### src/rtl/imem_fetch_port.sv
// rtl/imem_fetch_port.sv - instruction memory with registered fetch port, run/program FSM and load port
// Optional IMEM_FETCH_STATS_EN adds fetch_cnt/fault_cnt statistics outputs.
module imem_fetch_port #(
  parameter int ADDR_W = 32,
  parameter int INS_W = 32,
  parameter int DEPTH = 64,
  parameter logic [INS_W-1:0] NOP_WORD = 32'h0000_0013
) (
  input  logic                      clk,
  input  logic                      rst_n,
  input  logic                      fetch_req,
  input  logic [ADDR_W-1:0]         fetch_addr,
  output logic                      fetch_ready,
  output logic                      instr_valid,
  input  logic                      instr_ready,
  output logic [INS_W-1:0]          instruction,
  output logic                      fetch_fault,
  input  logic                      prog_req,
  output logic                      prog_mode,
  input  logic                      load_we,
  input  logic [INS_W-1:0]          load_data,
  output logic [$clog2(DEPTH):0]    load_ptr,
  output logic                      load_ovf
`ifdef IMEM_FETCH_STATS_EN
  ,
  output logic [31:0]               fetch_cnt,
  output logic [15:0]               fault_cnt
`endif
);

  localparam int AW = $clog2(DEPTH);
  localparam int PW = AW + 1;
  localparam logic [ADDR_W:0] LIMIT = (ADDR_W+1)'(DEPTH * 4);

  typedef enum logic [1:0] {S_RUN, S_DRAIN, S_PROG} state_t;

  state_t state, state_nxt;
  logic [INS_W-1:0] mem [DEPTH];

  logic [AW-1:0] idx;
  logic misaligned, out_of_range, fault_c, accept, prog_enter, load_full, load_wr;

  assign idx          = fetch_addr[AW+1:2];
  assign misaligned   = (fetch_addr[1:0] != 2'b00);
  // Full-width compare so high addresses never alias back into the array.
  assign out_of_range = ({1'b0, fetch_addr} >= LIMIT);
  assign fault_c      = misaligned || out_of_range;
  assign accept       = fetch_req && fetch_ready;
  assign prog_enter   = (state == S_DRAIN) && (state_nxt == S_PROG);
  assign load_full    = (load_ptr == PW'(DEPTH));
  assign load_wr      = (state == S_PROG) && load_we && !load_full;

  always_ff @(posedge clk or negedge rst_n) begin
    if (!rst_n) state <= S_RUN;
    else        state <= state_nxt;
  end

  always_comb begin
    state_nxt = state;
    case (state)
      S_RUN:   if (prog_req) state_nxt = S_DRAIN;
      // Abort back to RUN takes priority over completing the drain.
      S_DRAIN: if (!prog_req) state_nxt = S_RUN;
               else if (!instr_valid || instr_ready) state_nxt = S_PROG;
      S_PROG:  if (!prog_req) state_nxt = S_RUN;
      default: state_nxt = S_RUN;
    endcase
  end

  always_comb begin
    prog_mode   = (state == S_PROG);
    fetch_ready = (state == S_RUN) && !prog_req && (!instr_valid || instr_ready);
  end

  always_ff @(posedge clk or negedge rst_n) begin
    if (!rst_n) begin
      instr_valid <= 1'b0;
      instruction <= '0;
      fetch_fault <= 1'b0;
    end else if (accept) begin
      instr_valid <= 1'b1;
      fetch_fault <= fault_c;
      instruction <= fault_c ? NOP_WORD : mem[idx];
    end else if (instr_ready) begin
      instr_valid <= 1'b0;
    end
  end

  always_ff @(posedge clk) begin
    if (load_wr) mem[load_ptr[AW-1:0]] <= load_data;
  end

  always_ff @(posedge clk or negedge rst_n) begin
    if (!rst_n) begin
      load_ptr <= '0;
      load_ovf <= 1'b0;
    end else if (prog_enter) begin
      load_ptr <= '0;
      load_ovf <= 1'b0;
    end else if ((state == S_PROG) && load_we) begin
      if (load_full) load_ovf <= 1'b1;
      else           load_ptr <= load_ptr + 1'b1;
    end
  end

`ifdef IMEM_FETCH_STATS_EN
  always_ff @(posedge clk or negedge rst_n) begin
    if (!rst_n) begin
      fetch_cnt <= '0;
      fault_cnt <= '0;
    end else if (prog_enter) begin
      fetch_cnt <= '0;
      fault_cnt <= '0;
    end else if (accept) begin
      if (fetch_cnt != '1) fetch_cnt <= fetch_cnt + 1'b1;
      if (fault_c && (fault_cnt != '1)) fault_cnt <= fault_cnt + 1'b1;
    end
  end
`endif

endmodule

### config.mk
export PLATFORM = sky130hd
export DESIGN_NAME = imem_fetch_port
export DESIGN_NICKNAME = d
export VERILOG_FILES = /design/src/rtl/imem_fetch_port.sv
export SDC_FILE = /design/constraint.sdc
export NUM_CORES = 2
export LEC_CHECK = 0
export CELL_PAD_IN_SITES_DETAIL_PLACEMENT = 1
export CELL_PAD_IN_SITES_GLOBAL_PLACEMENT = 1
export CORE_MARGIN = 3
export CORE_UTILIZATION = 56
export DETAILED_ROUTE_END_ITERATION = 6
export DONT_BUFFER_PORTS = 1
export PLACE_DENSITY = 0.85
export SYNTH_ARGS = -nofsm -noshare
export SYNTH_HDL_FRONTEND = slang
export SYNTH_SLANG_ARGS = --single-unit
### constraint.sdc
create_clock -name clk -period 4.8 [get_ports clk]
set_input_delay 0.48 -clock clk [delete_from_list [all_inputs] [get_ports clk]]
set_output_delay 0.48 -clock clk [all_outputs]
set_load 0.1 [all_outputs]
==> summary.md <==
| Metric | Value |
|---|---|
| Crit-path cells | `buf_4 > and3_1 > nand3_1 > buf_4 > nor2_4` |
| Worst EP required | `5.24 ns` |
| Min-Delay Path Class | `input pin to register` |
| Starting density of the core | `56.7%` |
| Yosys top cell area share | `76.4%` |
| Worst path slowest cell | `nor2_4` |
| TritonCTS Buffers | `197` |
| Worst skew pair latency | `0.86 ns` |
| Max_slew headroom | `-11.5%` |
| Max-slew violations | `218` |
| Worst-Margin Slew | `1.67 ns` |
| DRT iter0 DRCs | `8285` |
| Setup TNS | `0 ns` |
| Top cells by area, synth | `edfxtp_1, mux4_2, mux2i_1, a221oi_1, dfrtp_1` |
| Async set or reset register ratio after synthesis | `2.10%` |
| Clk pin slew, worst setup/hold paths | `0.07 ns` |
| Count leader, synth | `edfxtp_1` |
| Worst path depth | `5` |
| Outcome | `finished with violations` |
| Dominant synthesized flop cell | `edfxtp_1` |
| Failing checks | `DRC, slew limit` |
| Seq cells post-synth | `2092` |
| Synth Area in Compound Gates | `4.91%` |
| CP peak stage delay | `0.99 ns` |
| Worst-path maximum fanout | `32` |
| Mapped Nets | `3963` |
| Ys Warns | `0` |
| Buf+Inv Stages, Crit Path | `2` |
| Arr. time, crit path | `4.50 ns` |
| R2R Setup Slk | `0.74 ns` |
| Crit start category | `register` |
| TritonCTS clock tree | `yes` |
| Final period utilization | `84.6%` |
| Post-Synth XOR/XNOR Area | `0.0435%` |
| Distinct cells, synth | `57` |
| Wire per inst | `43.7 um` |
| Final setup violating endpoints | `0` |
| Layout cells sized above 1 | `19.9%` |
| Mapped Cells | `3891` |
| Routed WL | `266000 um` |
| Crit path launch | `load_ptr[2]` |
| Post-synth EDFFs | `2048` |
| I/O Pins | `114` |
| Rows | `138` |
| GP Congestion | `0.919` |
| Vias per inst | `7.44` |
| Peak VDD IR | `0.397 mV` |
| Pwr dens | `424 mW/mm2` |
| Reg2Reg Launch Point | `load_ptr[2]` |
| Die Y | `385 um` |
| Most frequent cells after synthesis | `edfxtp_1, mux2i_1, mux4_2` |
| # DRC | `2` |
| Crit. End Element | `register` |
| Final core utilization | `63.8%` |
| Cell Area, Synth | `0.0805 mm2` |
| Cell taking the most area after synthesis | `edfxtp_1` |
| Worst setup margin | `0.741 ns` |
| RSZ-0062 raised after global routing | `false` |
| Seq/Total Area, Yosys | `77.8%` |
| Grt ovf | `0` |
| Area share of and/or/nand/nor cells after synthesis | `1.57%` |
| Full die area | `0.148 mm2` |
| Sink Count | `2092` |
| Clk_skew | `0.0517 ns` |
| Setup CP Type | `register to register` |
| Initial antenna violation count | `15` |
| DRT antenna net count | `0` |
| Largest net degree at the start of global routing | `720` |
| Post-cts sizing count | `0` |
| First-pass GRT wire length | `373000 um` |
| Worst Setup EP | `mem[47][7]` |
| Syn avg cell area | `20.7 um2` |
| Peak Freq | `0.246 GHz` |
| Dpl cells | `5662` |
| Multiplexer area fraction after synthesis | `14.1%` |
| Dpl hpwl | `129000 um` |
| Crit path top cell by count | `buf_4` |
| Leakage | `29.2 nW` |
| Depth of the most critical reg-to-reg path | `5` |
| Main combinational cell family by area after synthesis | `multiplexers` |
| Vias in the first global route | `46000` |
| Adder-Cell Fraction of Synth Area | `0.0311%` |
| DIE WIDTH | `385 um` |
| DR vias | `45200` |
| Fin crit period | `4.06 ns` |
| Port bufs | `0` |
| Fin cells | `6077` |
| First-pass DRT Iterations | `7` |
| CTS H-tree depth | `4` |
| Layout area overhead | `12.6%` |
| Clk buf depth | `3` |
| Final hold violations | `0` |
| Root Buffer | `clkbuf_16` |
| DP Worst Slack | `1.17 ns` |
| Nets | `4085` |
| Top cell family by delay on the critical path | `simple AND/OR/NAND/NOR gates` |
| Core box area | `0.142 mm2` |
| Reg-to-Reg End | `mem[47][7]` |
| Max_cap viols | `0` |
| All-Layer GR Usage | `36.1%` |
[layer usage]
layer	global-route usage, %	wire length (um)	vias up
met5	0	51	-
met3	10.8	35900	933
met2	57.6	128000	4468
met1	46.3	87500	23200
li1	-	-	16600
met4	16.3	14600	10
[stage by stage]
stage               total power (W)  hold slack, ns  area (um2)
floorplan                    0.0215           0.184       80500
global placement             0.0216           0.188       83100
detailed placement           0.0217           0.186       83100
CTS                          0.0379         0.00106       90500
global route                 0.0391          0.0289       90700
finish                       0.0385          0.0141       90700
[worst reg2reg max path: stages, from the launching register on]
cell,delay [ns]
dfrtp_1,0.36
buf_4,0.36
and3_1,0.47
nand3_1,0.96
buf_4,0.50
nor2_4,0.99
[cells in the final DEF (no fill, tap or decap), types with 6 or more instances in the layout]
master / n
mux2i_1: 429
o211ai_1: 52
edfxtp_1: 2048
nor2_1: 61
clkbuf_8: 10
a22o_1: 8
a21oi_1: 7
nor4_1: 6
clkinvlp_4: 7
a221oi_1: 130
clkbuf_1: 48
clkinv_2: 32
a22oi_1: 121
nand4_1: 8
buf_4: 99
o21ai_0: 117
nor2b_1: 8
mux2_2: 7
nor2_4: 64
a211oi_1: 54
clkinv_1: 37
nor3_1: 29
nand2_1: 30
buf_12: 12
nand3_1: 29
bufinv_16: 22
dfrtp_1: 43
mux4_2: 311
a21o_1: 28
inv_6: 8
clkbuf_16: 200
buf_16: 37
[cell families after synthesis]
group                    count (synthesis)
flip-flops                            2092
buffers and inverters                  234
AND/OR/NAND/NOR                        272
adder cells (fa/ha/maj)                  2
AO/OA/AOI/OAI                          540
multiplexers                           747
XOR/XNOR                                 4
[state kept, by name, summed over array words and instances, names as in the netlist]
register and count:
instruction 32, fetch_fault 1, instr_valid 1, state 2, load_ovf 1, mem 2048
load_ptr 7
[area by class of cell]
cell class	instances	area [um2]
Clock inverter	110	1150
Inverter	4	15.0
Timing Repair Buffer	153	2050
Multi-Input combinational cell	1565	17200
Fill cell	11300	51400
Clock buffer	258	5320
Tap cell	1890	2360
Antenna cell	5	12.5
Sequential cell	2092	62600
[repair_timing]
action / in CTS / in global routing
setup buffers: 0 / 0
hold buffers: 37 / 0
endpoints found under the hold margin: 2095 / 0
[power breakdown]
group	switching (W)	internal (W)
clock network	0.00746	0.00902
registers	0.0000251	0.0201
logic	0.00128	0.000612
total	0.00877	0.0297
[how the worst min path moves through the flow]
stage | endpoint | startpoint | cells after the start | slack (ns)
finish | mem[9][0] | load_data[0] | 1 | 0.01
global route | mem[29][1] | load_data[1] | 1 | 0.03
CTS | mem[17][2] | load_data[2] | 1 | 0.001
detailed placement | instruction[17] | rst_n | 0 | 0.19
global placement | instruction[18] | rst_n | 0 | 0.19
floorplan | fetch_fault | rst_n | 0 | 0.18
Power figures use the tool's default switching activity.
